==> config.mk <==
export PLATFORM = sky130hd
export DESIGN_NAME = serial_add_ctrl_flat
export DESIGN_NICKNAME = d
export VERILOG_FILES = /design/src/rtl/serial_add_ctrl_if.sv /design/src/rtl/serial_add_ctrl.sv /design/src/flat_wrapper.sv
export SDC_FILE = /design/constraint.sdc
export NUM_CORES = 1
export LEC_CHECK = 0
export CORE_ASPECT_RATIO = 0.9
export CORE_MARGIN = 2
export CORE_UTILIZATION = 53
export CTS_BUF_LIST = sky130_fd_sc_hd__clkbuf_4
export DETAILED_ROUTE_END_ITERATION = 16
export PLACE_DENSITY = 0.82
export SLEW_MARGIN = 10
export SYNTH_ARGS = -nofsm -noshare
export SYNTH_HDL_FRONTEND = slang
export SYNTH_SLANG_ARGS = --single-unit
export TNS_END_PERCENT = 1
==> constraint.sdc <==
create_clock -name sys_clk -period 1.9 [get_ports sys_clk]
set_clock_uncertainty 0.05 [all_clocks]
set_input_delay 0.38 -clock sys_clk [delete_from_list [all_inputs] [get_ports sys_clk]]
set_output_delay 0.38 -clock sys_clk [all_outputs]
set_load 0.01 [all_outputs]
==> src/rtl/serial_add_ctrl_if.sv <==
// Request/result bus of the bit-serial adder sequencer.
// master: requester (drives start and operands); slave: the sequencer.
interface serial_add_ctrl_if #(
    parameter int unsigned WIDTH = 8
);
    logic             start;
    logic [WIDTH-1:0] op_a;
    logic [WIDTH-1:0] op_b;
    logic             op_cin;
    logic             busy;
    logic             done;
    logic [WIDTH-1:0] result;
    logic             result_cout;

    modport master (
        output start, op_a, op_b, op_cin,
        input  busy, done, result, result_cout
    );

    modport slave (
        input  start, op_a, op_b, op_cin,
        output busy, done, result, result_cout
    );
endinterface

==> src/rtl/serial_add_ctrl.sv <==
// Bit-serial add sequencer: drives one external 1-bit full adder LSB first,
// recirculates its carry through a register and assembles a WIDTH-bit sum.
module serial_add_ctrl #(
    parameter int unsigned WIDTH = 8
) (
    input  logic             sys_clk,
    input  logic             sys_rst,
    serial_add_ctrl_if.slave bus,
    output logic             fa_in1,
    output logic             fa_in2,
    output logic             fa_cin,
    input  logic             fa_sum,
    input  logic             fa_cout
);
    localparam int unsigned CW = (WIDTH > 1) ? $clog2(WIDTH) : 1;

    typedef enum logic [1:0] {
        IDLE,
        RUN,
        DONE
    } state_t;

    state_t           state;
    state_t           state_nx;
    logic [WIDTH-1:0] a_sh;
    logic [WIDTH-1:0] b_sh;
    logic [WIDTH-1:0] sum_sh;
    logic [WIDTH-1:0] sum_nx;
    logic [WIDTH-1:0] result_q;
    logic             result_cout_q;
    logic             carry_q;
    logic [CW-1:0]    cnt;
    logic             last;

    assign last   = (cnt == CW'(WIDTH - 1));
    // Shift-based form keeps the WIDTH=1 case free of reversed slices.
    assign sum_nx = (sum_sh >> 1) | (WIDTH'(fa_sum) << (WIDTH - 1));

    assign bus.result      = result_q;
    assign bus.result_cout = result_cout_q;

    // State register
    always_ff @(posedge sys_clk) begin
        if (sys_rst) begin
            state <= IDLE;
        end else begin
            state <= state_nx;
        end
    end

    // Next-state and per-state outputs; adder inputs are driven only in RUN
    always_comb begin
        state_nx = state;
        bus.busy = 1'b0;
        bus.done = 1'b0;
        fa_in1   = 1'b0;
        fa_in2   = 1'b0;
        fa_cin   = 1'b0;
        case (state)
            IDLE: begin
                if (bus.start) begin
                    state_nx = RUN;
                end
            end
            RUN: begin
                bus.busy = 1'b1;
                fa_in1   = a_sh[0];
                fa_in2   = b_sh[0];
                fa_cin   = carry_q;
                if (last) begin
                    state_nx = DONE;
                end
            end
            DONE: begin
                bus.busy = 1'b1;
                bus.done = 1'b1;
                state_nx = IDLE;
            end
            default: begin
                state_nx = IDLE;
            end
        endcase
    end

    // Operand capture, serial shifting, carry recirculation and result latch
    always_ff @(posedge sys_clk) begin
        if (sys_rst) begin
            a_sh          <= '0;
            b_sh          <= '0;
            sum_sh        <= '0;
            carry_q       <= 1'b0;
            cnt           <= '0;
            result_q      <= '0;
            result_cout_q <= 1'b0;
        end else begin
            case (state)
                IDLE: begin
                    if (bus.start) begin
                        a_sh    <= bus.op_a;
                        b_sh    <= bus.op_b;
                        carry_q <= bus.op_cin;
                        cnt     <= '0;
                        sum_sh  <= '0;
                    end
                end
                RUN: begin
                    sum_sh  <= sum_nx;
                    carry_q <= fa_cout;
                    a_sh    <= a_sh >> 1;
                    b_sh    <= b_sh >> 1;
                    cnt     <= cnt + CW'(1);
                    if (last) begin
                        result_q      <= sum_nx;
                        result_cout_q <= fa_cout;
                    end
                end
                default: begin
                end
            endcase
        end
    end
endmodule

==> src/flat_wrapper.sv <==
// flat-port wrapper written by rule: the top's interface ports become plain ports
module serial_add_ctrl_flat 
#(
    parameter int unsigned WIDTH = 8
)
  (sys_clk, sys_rst, fa_in1, fa_in2, fa_cin, fa_sum, fa_cout, bus_start, bus_op_a, bus_op_b, bus_op_cin, bus_busy, bus_done, bus_result, bus_result_cout);
  serial_add_ctrl_if #(.WIDTH(WIDTH)) bus_i ();
  input  logic sys_clk;
  input  logic sys_rst;
  output logic fa_in1;
  output logic fa_in2;
  output logic fa_cin;
  input  logic fa_sum;
  input  logic fa_cout;
  input wire logic [$bits(bus_i.start)-1:0] bus_start;
  input wire logic [$bits(bus_i.op_a)-1:0] bus_op_a;
  input wire logic [$bits(bus_i.op_b)-1:0] bus_op_b;
  input wire logic [$bits(bus_i.op_cin)-1:0] bus_op_cin;
  output wire logic [$bits(bus_i.busy)-1:0] bus_busy;
  output wire logic [$bits(bus_i.done)-1:0] bus_done;
  output wire logic [$bits(bus_i.result)-1:0] bus_result;
  output wire logic [$bits(bus_i.result_cout)-1:0] bus_result_cout;
  assign bus_i.start = bus_start;
  assign bus_i.op_a = bus_op_a;
  assign bus_i.op_b = bus_op_b;
  assign bus_i.op_cin = bus_op_cin;
  assign bus_busy = bus_i.busy;
  assign bus_done = bus_i.done;
  assign bus_result = bus_i.result;
  assign bus_result_cout = bus_i.result_cout;
  serial_add_ctrl #(.WIDTH(WIDTH)) u_core (.sys_clk(sys_clk), .sys_rst(sys_rst), .bus(bus_i), .fa_in1(fa_in1), .fa_in2(fa_in2), .fa_cin(fa_cin), .fa_sum(fa_sum), .fa_cout(fa_cout));
endmodule
==> flow_summary.toml <==
[finish]
drive_gt1_frac = 0.202
area_growth_pct = 26.1
stdcell_count = 272
fillers = 272
nets = 255
post-route-util = 0.690
final_cell_mix = "dfxtp_1 (36), clkdlybuf4s50_1 (30), a21oi_1 (21)"
layout_commonest_cell = "dfxtp_1"
n_antenna_cell = 0

[routing]
drt_iter0_drc = 57
wirelength_mm = 3.99
wl_per_cell_um = 14.7
viasPerCell = 5.71
drc = 0
ant_nets = 0
first_pass_iters = 4
routed-via-count = 1552

[cts]
cts_buffer_depth = 2
cts_tree = "done"
h-tree-depth = 2
cts_buffers = 5
cts.sinks = 38
worstSkewPairLatency_ps = 350
cts.clk_slew.worst_paths_ps = 120
clock-root-buffer = "clkbuf_4"
cts.hold.buffers_added = 0

[synthesis]
yosysWarnings = 0
synth.avg_cell_area_um2 = 9.55
yosys.cell_types.count = 26
synth_nets = 219
yosysSeqAreaShare = 0.415
synth_area_mm2 = 0.00183
netlist_instances = 192
ys_ff_latch = 38

[timing]
final-hold-violation-count = 0
slew_headroom = 0.690
fin_crit_ps = 1820
final.period_utilization = 0.959
max_freq_mhz = 549
layout_setup_ws_ps = 78.1
tightest_slew_ps = 465
drv_slew = 0
setup_viol = 0

[global_route]
grt_max_degree = 39
grt-ovfl-total = 0
grt.total_usage = 0.222
grt_pass1_vias = 1461
grt_antenna_before_repair = 0
grt_pass1_wl_mm = 6.66

[power]
power.density_mw_per_mm2 = 706
ir_drop_mv = 0.441
p_leak_uw = 0.000848

[critical_path]
cp_max_fo = 35
path_class = "flip-flop to flip-flop"
startpoint_type = "flip-flop"
crit_arrival_ps = 2050
cp.required_ps = 2130
crit_path_end_kind = "flip-flop"

[die]
start_util = 0.547
num_io_pins = 36
rows = 20
core_mm2 = 0.00335
fp.dieH_um = 59.8
die_w_um = 66.0
dieArea_mm2 = 0.00395

[place]
dp_hpwl_mm = 2.62
dpl_worst_slack_ps = 82.1
io_buffers = 35
routabilityCongestion = 0.766
placed_cells = 262

[job]
maxCapViolCount = 0

[min_path]
holdCritPathClass = "flip-flop to flip-flop"

[status]
status = "completed"
==> critical path, stage by stage, from the launching register on <==
cell      delay (ps)
dfxtp_2          360
inv_2             90
ha_4             170
buf_4            130
buf_12           180
mux2_2           490
nand3b_1         130
a21oi_1          150
==> state kept, by name, summed over array words and instances (netlist names) <==
signal / count
u_core.state: 2
u_core.b_sh: 8
u_core.bus.result: 8
u_core.a_sh: 8
u_core.bus.result_cout: 1
u_core.carry_q: 1
u_core.cnt: 3
u_core.sum_sh: 7
==> power by group <==
| group | internal [uW] | switching [uW] | leakage, uW | total (uW) |
|---|---|---|---|---|
| logic | 176 | 187 | 0.000506 | 363 |
| clock network | 133 | 264 | 0.0000308 | 397 |
| registers | 844 | 28.0 | 0.000311 | 872 |
| total | 1150 | 479 | 0.000848 | 1630 |
==> per-layer routing <==
| metal | GRT usage | wire (um) |
|---|---|---|
| met5 | 0 | 0 |
| met4 | 0.0962 | 80 |
| met3 | 0.0471 | 195 |
| met2 | 0.381 | 1980 |
| met1 | 0.272 | 1730 |
==> repair_timing <==
item | in CTS | in global routing
gates cloned | 0 | 1
hold endpoints to repair | 0 | 0
gates resized for setup | 9 | 1
setup endpoints to repair | 5 | 4
setup buffers | 2 | 0
pin swaps | 1 | 0
==> area by class of cell <==
class	count	area, um^2	share of cell area
multi-input combinational	136	998	0.432
clock inverter	2	10.0	0.00433
timing repair buffer	44	437	0.189
clock buffer	5	37.5	0.0162
sequential	38	763	0.330
inverter	3	11.3	0.00487
tap	44	55.1	0.0238
==> synth_stat cells (all sizes together) <==
master   count  area [um^2]
and2         3         18.8
buf         11         70.1
a2111oi      1         15.0
clkbuf       5         18.8
nand3b       2         15.0
a21oi       21          105
and3         1         6.26
nand3        9         45.0
a211oi      16          185
xnor2        1         8.76
nor2b        1         6.26
nand2       20         75.1
dfxtp       38          761
mux2         9          105
nor3         1         5.00
nor2        18         67.6
mux2i       16          160
ha           5         62.6
nand2b       2         12.5
a32oi        9         78.8
inv          3         11.3
==> cell families after synthesis <==
kind of cell             Yosys count  share of synthesized area
XOR/XNOR                           1                    0.00478
buffers and inverters             19                     0.0546
AND/OR/NAND/NOR                   57                      0.137
adder cells (fa/ha/maj)            5                     0.0341
multiplexers                      25                      0.145
AO/OA/AOI/OAI                     47                      0.210
flip-flops                        38                      0.415
==> stage by stage <==
step	setup TNS [ps]	hold slack [ps]	power, uW	area (um^2)
2_1_floorplan	0	382	1130	1830
3_3_place_gp	0	393	1220	2230
3_5_place_dp	0	400	1240	2230
4_1_cts	0	416	1620	2300
5_1_grt	-6.66	428	1710	2310
6_report	0	414	1630	2310
==> path summary, 6_finish.rpt <==
path	startpoint	end	slack, ps	depth (start not counted)
min reg2reg	u_core.bus.result[7]	u_core.bus.result[7]	410	2
max	u_core.state[1]	u_core.b_sh[7]	80	7
min	u_core.bus.result[7]	u_core.bus.result[7]	410	2
max reg2reg	u_core.state[1]	u_core.b_sh[7]	80	7
No activity file was read; power rests on OpenSTA's default activity.
